### src/rtl/mips_bus_arbiter.sv
// mips_bus_arbiter: round-robin arbiter sharing one Avalon-style memory bus
// between the instruction-fetch master (I, read-only) and the load/store
// master (D). Requests are forwarded live, not latched. A watchdog aborts
// transactions that stay stalled too long and raises a sticky error flag.
module mips_bus_arbiter #(
   parameter int unsigned TIMEOUT_CYCLES = 256,
   parameter logic [31:0] ABORT_DATA     = 32'hDEADBEEF
) (
   input  logic        clk,
   input  logic        reset,
   // instruction fetch master
   input  logic [31:0] i_address,
   input  logic        i_read,
   output logic        i_waitrequest,
   output logic [31:0] i_readdata,
   // load/store master
   input  logic [31:0] d_address,
   input  logic        d_read,
   input  logic        d_write,
   input  logic [3:0]  d_byteenable,
   input  logic [31:0] d_writedata,
   output logic        d_waitrequest,
   output logic [31:0] d_readdata,
   // memory bus
   output logic [31:0] m_address,
   output logic        m_read,
   output logic        m_write,
   output logic [3:0]  m_byteenable,
   output logic [31:0] m_writedata,
   input  logic        m_waitrequest,
   input  logic [31:0] m_readdata,
   // status
   output logic        grant_d,
   output logic        busy,
   output logic        timeout_err
);

   typedef enum logic [1:0] {IDLE, BUSY_I, BUSY_D} state_e;

   // Counter only needs to reach TIMEOUT_CYCLES, where it saturates.
   localparam int unsigned CW      = (TIMEOUT_CYCLES > 1) ? $clog2(TIMEOUT_CYCLES + 1) : 1;
   localparam logic [CW-1:0] CNT_MAX = CW'(TIMEOUT_CYCLES);
   localparam bit         WDOG_EN = (TIMEOUT_CYCLES != 0);

   state_e        state_q, state_d;
   logic          last_d_q, last_d_d;   // 1: D owned the last transaction
   logic [CW-1:0] cnt_q, cnt_d;
   logic          terr_q, terr_d;

   logic own_i, own_d;
   logic own_rd, own_wr, own_req;
   logic abort, done, finish;
   logic req_i, req_d;

   assign own_i = (state_q == BUSY_I);
   assign own_d = (state_q == BUSY_D);

   // A simultaneous D read+write is treated as a write.
   assign own_rd  = (own_i & i_read) | (own_d & d_read & ~d_write);
   assign own_wr  = own_d & d_write;
   assign own_req = own_rd | own_wr;

   // Abort cycle: the stall counter has hit its limit while the owner still requests.
   assign abort  = WDOG_EN && own_req && (cnt_q == CNT_MAX);
   assign done   = own_req & ~m_waitrequest & ~abort;
   assign finish = done | abort;

   assign req_i = i_read;
   assign req_d = d_read | d_write;

   // Bus request forwarding from the current owner; all zero when idle.
   always_comb begin
      m_address    = 32'h0;
      m_byteenable = 4'h0;
      m_writedata  = 32'h0;
      if (own_i) begin
         m_address    = i_address;
         m_byteenable = 4'b1111;
      end else if (own_d) begin
         m_address    = d_address;
         m_byteenable = d_byteenable;
         m_writedata  = d_writedata;
      end
   end

   assign m_read  = own_rd & ~abort;
   assign m_write = own_wr & ~abort;

   assign i_waitrequest = ~(own_i & finish);
   assign d_waitrequest = ~(own_d & finish);
   assign i_readdata    = (own_i & abort) ? ABORT_DATA : m_readdata;
   assign d_readdata    = (own_d & abort) ? ABORT_DATA : m_readdata;

   assign busy        = (state_q != IDLE);
   assign grant_d     = own_d;
   assign timeout_err = terr_q;

   // Next-state: arbitration in IDLE, completion/abort/withdraw/stall in BUSY.
   always_comb begin
      state_d  = state_q;
      last_d_d = last_d_q;
      cnt_d    = cnt_q;
      terr_d   = terr_q;
      if (state_q == IDLE) begin
         cnt_d = '0;
         if (req_i && (!req_d || last_d_q))
            state_d = BUSY_I;
         else if (req_d)
            state_d = BUSY_D;
      end else if (!own_req) begin
         // owner dropped its request: no completion, history unchanged
         state_d = IDLE;
         cnt_d   = '0;
      end else if (finish) begin
         state_d  = IDLE;
         last_d_d = own_d;
         cnt_d    = '0;
         terr_d   = terr_q | abort;
      end else if (WDOG_EN && m_waitrequest && (cnt_q != CNT_MAX)) begin
         cnt_d = cnt_q + 1'b1;
      end
   end

   // State registers with asynchronous active-low reset.
   always_ff @(posedge clk or negedge reset) begin
      if (!reset) begin
         state_q  <= IDLE;
         last_d_q <= 1'b1;
         cnt_q    <= '0;
         terr_q   <= 1'b0;
      end else begin
         state_q  <= state_d;
         last_d_q <= last_d_d;
         cnt_q    <= cnt_d;
         terr_q   <= terr_d;
      end
   end

endmodule
### config.mk
export PLATFORM = sky130hd
export DESIGN_NAME = mips_bus_arbiter
export DESIGN_NICKNAME = d
export VERILOG_FILES = /design/src/rtl/mips_bus_arbiter.sv
export SDC_FILE = /design/constraint.sdc
export NUM_CORES = 1
export LEC_CHECK = 0
export CORE_AREA = 8 8 101 103
export DETAILED_ROUTE_END_ITERATION = 6
export DIE_AREA = 0 0 109 111
export DONT_BUFFER_PORTS = 1
export GPL_ROUTABILITY_DRIVEN = 0
export PLACE_DENSITY = 0.4
export SYNTH_ARGS = -nofsm -noshare
export SYNTH_HDL_FRONTEND = slang
export SYNTH_SLANG_ARGS = --single-unit
### constraint.sdc
create_clock -name clk -period 2.9 [get_ports clk]
set_input_delay 0.725 -clock clk [delete_from_list [all_inputs] [get_ports clk]]
set_output_delay 0.725 -clock clk [all_outputs]
set_load 0.03 [all_outputs]
==> reports/qor.txt <==
outcome -> completed
nature of the critical path endpoint -> output port
Worst-Skew Late Latency -> 0.24 ns
FILL cells -> 948
Synth cell types -> 39
min-delay worst type -> in -> async
vias in the first global route -> 1806
RSZ-0062 raised after global routing -> no
H-tree Lvls -> 1
commonest cells after routing, fill and taps aside -> or2_2 (43), a22o_1 (32), and2_1 (32), buf_4 (16), nor2b_1 (13)
initial antenna violation count -> 0
Pint -> 0.677 mW
multiplexer share of the synthesized area -> 1.24%
area post-placement -> 0.00190 sq mm
fmax -> 364 MHz
metal2 WL -> 4.28 mm
top sig layer -> met4
WL per Instance -> 24.0 um
n_diodes -> 0
hold_buf cts -> 0
Area contributors post-synth -> dfrtp_1 (18%), a22o_1 (16%), or2_2 (16%)
detailed-route via count -> 1721
clk sinks -> 13
CP Data Arrival Time -> 2.02 ns
M1 wire length -> 2.56 mm
Syn Area/Cell -> 7.83 sq um
Final Routed Wirelength -> 7.94 mm
final instance area -> 0.00196 sq mm
met3 routed WL -> 1.04 mm
DRT Pass-1 Iters -> 5
Clk network pwr share -> 7.6%
first-pass GRT wire length -> 11.0 mm
simple-gate share of the synthesized area -> 47.4%
clock slew at reported path FFs -> 0.06 ns
leading area contributor after synthesis -> dfrtp_1
Core Box Area -> 0.00855 sq mm
Comb power frac -> 80.7%
nets@finish -> 364
Slew Limit Fails -> 0
layout cell share with drive strength beyond 1 -> 33.2%
Total GRT Usage -> 11.4%
CP Max Fanout -> 32
Sw Pwr -> 1.42 mW
leakage -> 0.898 nW
Final HPWL DP -> 6.94 mm
final hold viol count -> 0
Req. time, crit path -> 2.17 ns
final total power -> 2.10 mW
area of the mapped netlist -> 0.00171 sq mm
xor/xnor cell area share of the yosys netlist -> 3.58%
Pwr Density -> 1070 mW/mm^2
footprint of the multi-input gates -> 0.00128 sq mm
Initial DRC Count -> 101
Compound-Gate Fraction of Synth Area -> 20.8%
Die Span Y -> 111 um
top cell type's share of synthesized area -> 17.5%
Total Neg Setup Slack -> 0 ns
Reg power frac -> 11.8%
Final setup viols -> 0
Routed Antenna Nets -> 0
commonest non-fill, non-tap cell in the layout -> or2_2
clock root buffer -> clkbuf_8
critical path class -> reg -> out
CTS Buf Count -> 3
Worst Tran Pin Value -> 0.466 ns
grt total ovfl -> 0
FF+latch count, synth -> 13
Cells after Synth -> 219
Initial Utilization -> 20.0%
Period minus WS final -> 2.75 ns
port bufs -> 0
drt drc -> 0
row count -> 34
sequential element share of the synthesized area -> 19.1%
max-cap violation count -> 0
Final Cycle Share -> 94.7%
syn nets -> 359
Via density -> 5.20
CTS tree -> built
switching part of the total power -> 67.8%
Die Wd -> 109 um
largest family of logic cells by synthesized area -> simple AND/OR/NAND/NOR gates
pin count of the biggest net entering global routing -> 73
Clock Skew -> 0.00344 ns
top-level port count -> 277
post-synthesis adder-cell area fraction -> 1.46%
startpoint type of the worst setup path -> flip-flop
slew margin rel. -> 68.9%
DIE AREA -> 0.0121 sq mm
CTS Buffer Depth -> 2
Peak VDD IR -> 0.000520 V
Min Hold Slack -> 0.177 ns
Area Overhead vs Synth -> 14.1%
yosys warns -> 0
area occupied by registers -> 327 sq um
cells in the mapped netlist (all sizes together):
master  instances
nand2b          1
and3            2
nand2           3
a22o           32
nor2b          14
dfrtp          12
a21oi           2
o21bai          1
a211oi          1
xor2            6
a21boi          1
and2b           4
nor3b           1
nor3            1
nand3           3
nand3b          3
inv             4
or2            49
dfstp           1
ha              2
xnor2           1
clkbuf          9
and4            1
mux2i           1
o21a            1
o21ai           1
a21o            4
and2           32
nor4            1
nor2           12
nand4           3
buf             9
mux2            1
worst max-delay path, cell delays in order, from the launching register on:
cell and delay [ns]:
dfrtp_1 0.41, nor4_2 0.32, nand4_2 0.27, nor3_2 0.17
buf_4 0.28, and2b_1 0.32
metal layers:
metal,track usage [%],vias up
li1,-,744
met1,11.3,809
met2,22.4,164
met3,2.91,4
met4,2.65,0
met5,0,-
stage by stage:
step	cells	utilization (%)	setup WS, ns
2_1_floorplan	219	-	0.437
3_3_place_gp	327	22.3	0.387
3_5_place_dp	327	22.3	0.364
4_1_cts	331	22.8	0.115
5_1_grt	331	22.9	0.0118
6_report	331	22.9	0.154
area by class of cell:
| cell class | instances | share of cell area [%] |
|---|---|---|
| Sequential cell | 13 | 16.7 |
| Tap cell | 108 | 6.91 |
| Clock buffer | 4 | 2.30 |
| Inverter | 4 | 0.768 |
| Multi-Input combinational cell | 184 | 65.6 |
| Timing Repair Buffer | 18 | 7.74 |
kinds of logic after synthesis:
| kind of cell | Yosys count |
|---|---|
| adder cells (fa/ha/maj) | 2 |
| flip-flops | 13 |
| AO/OA/AOI/OAI | 43 |
| XOR/XNOR | 7 |
| multiplexers | 2 |
| AND/OR/NAND/NOR | 130 |
| buffers and inverters | 22 |
state kept, by name (all words and copies together), names as in the netlist:
register	flops
cnt_q	9
state_q	2
last_d_q	1
timeout_err	1
power by group through the flow:
stage / combinational (mW) / clock (mW) / sequential, mW
final: 1.69 / 0.159 / 0.248
after global routing: 1.78 / 0.174 / 0.254
after CTS: 1.72 / 0.166 / 0.248
after detailed placement: 1.72 / 0 / 0.251
after global placement: 1.73 / 0 / 0.252
after floorplan: 1.52 / 0 / 0.240
worst paths after layout:
kind	depth (start not counted)	startpoint	endpoint	slack [ns]
worst max-delay path	5	cnt_q[5]	d_readdata[8]	0.15
worst min-delay path	0	reset	cnt_q[5]	0.18
worst max register to register	4	cnt_q[5]	last_d_q	1.10
worst min register to register	1	state_q[0]	state_q[0]	0.55
max in group asynchronous	0	reset	last_d_q	2.55
min in group clk	1	state_q[0]	state_q[0]	0.55
repair_timing:
item                                    CTS  global route
resized for setup                         0             2
endpoints found under the setup margin    0            10
setup buffers                             0             0
No activity file was read; power rests on OpenSTA's default activity.
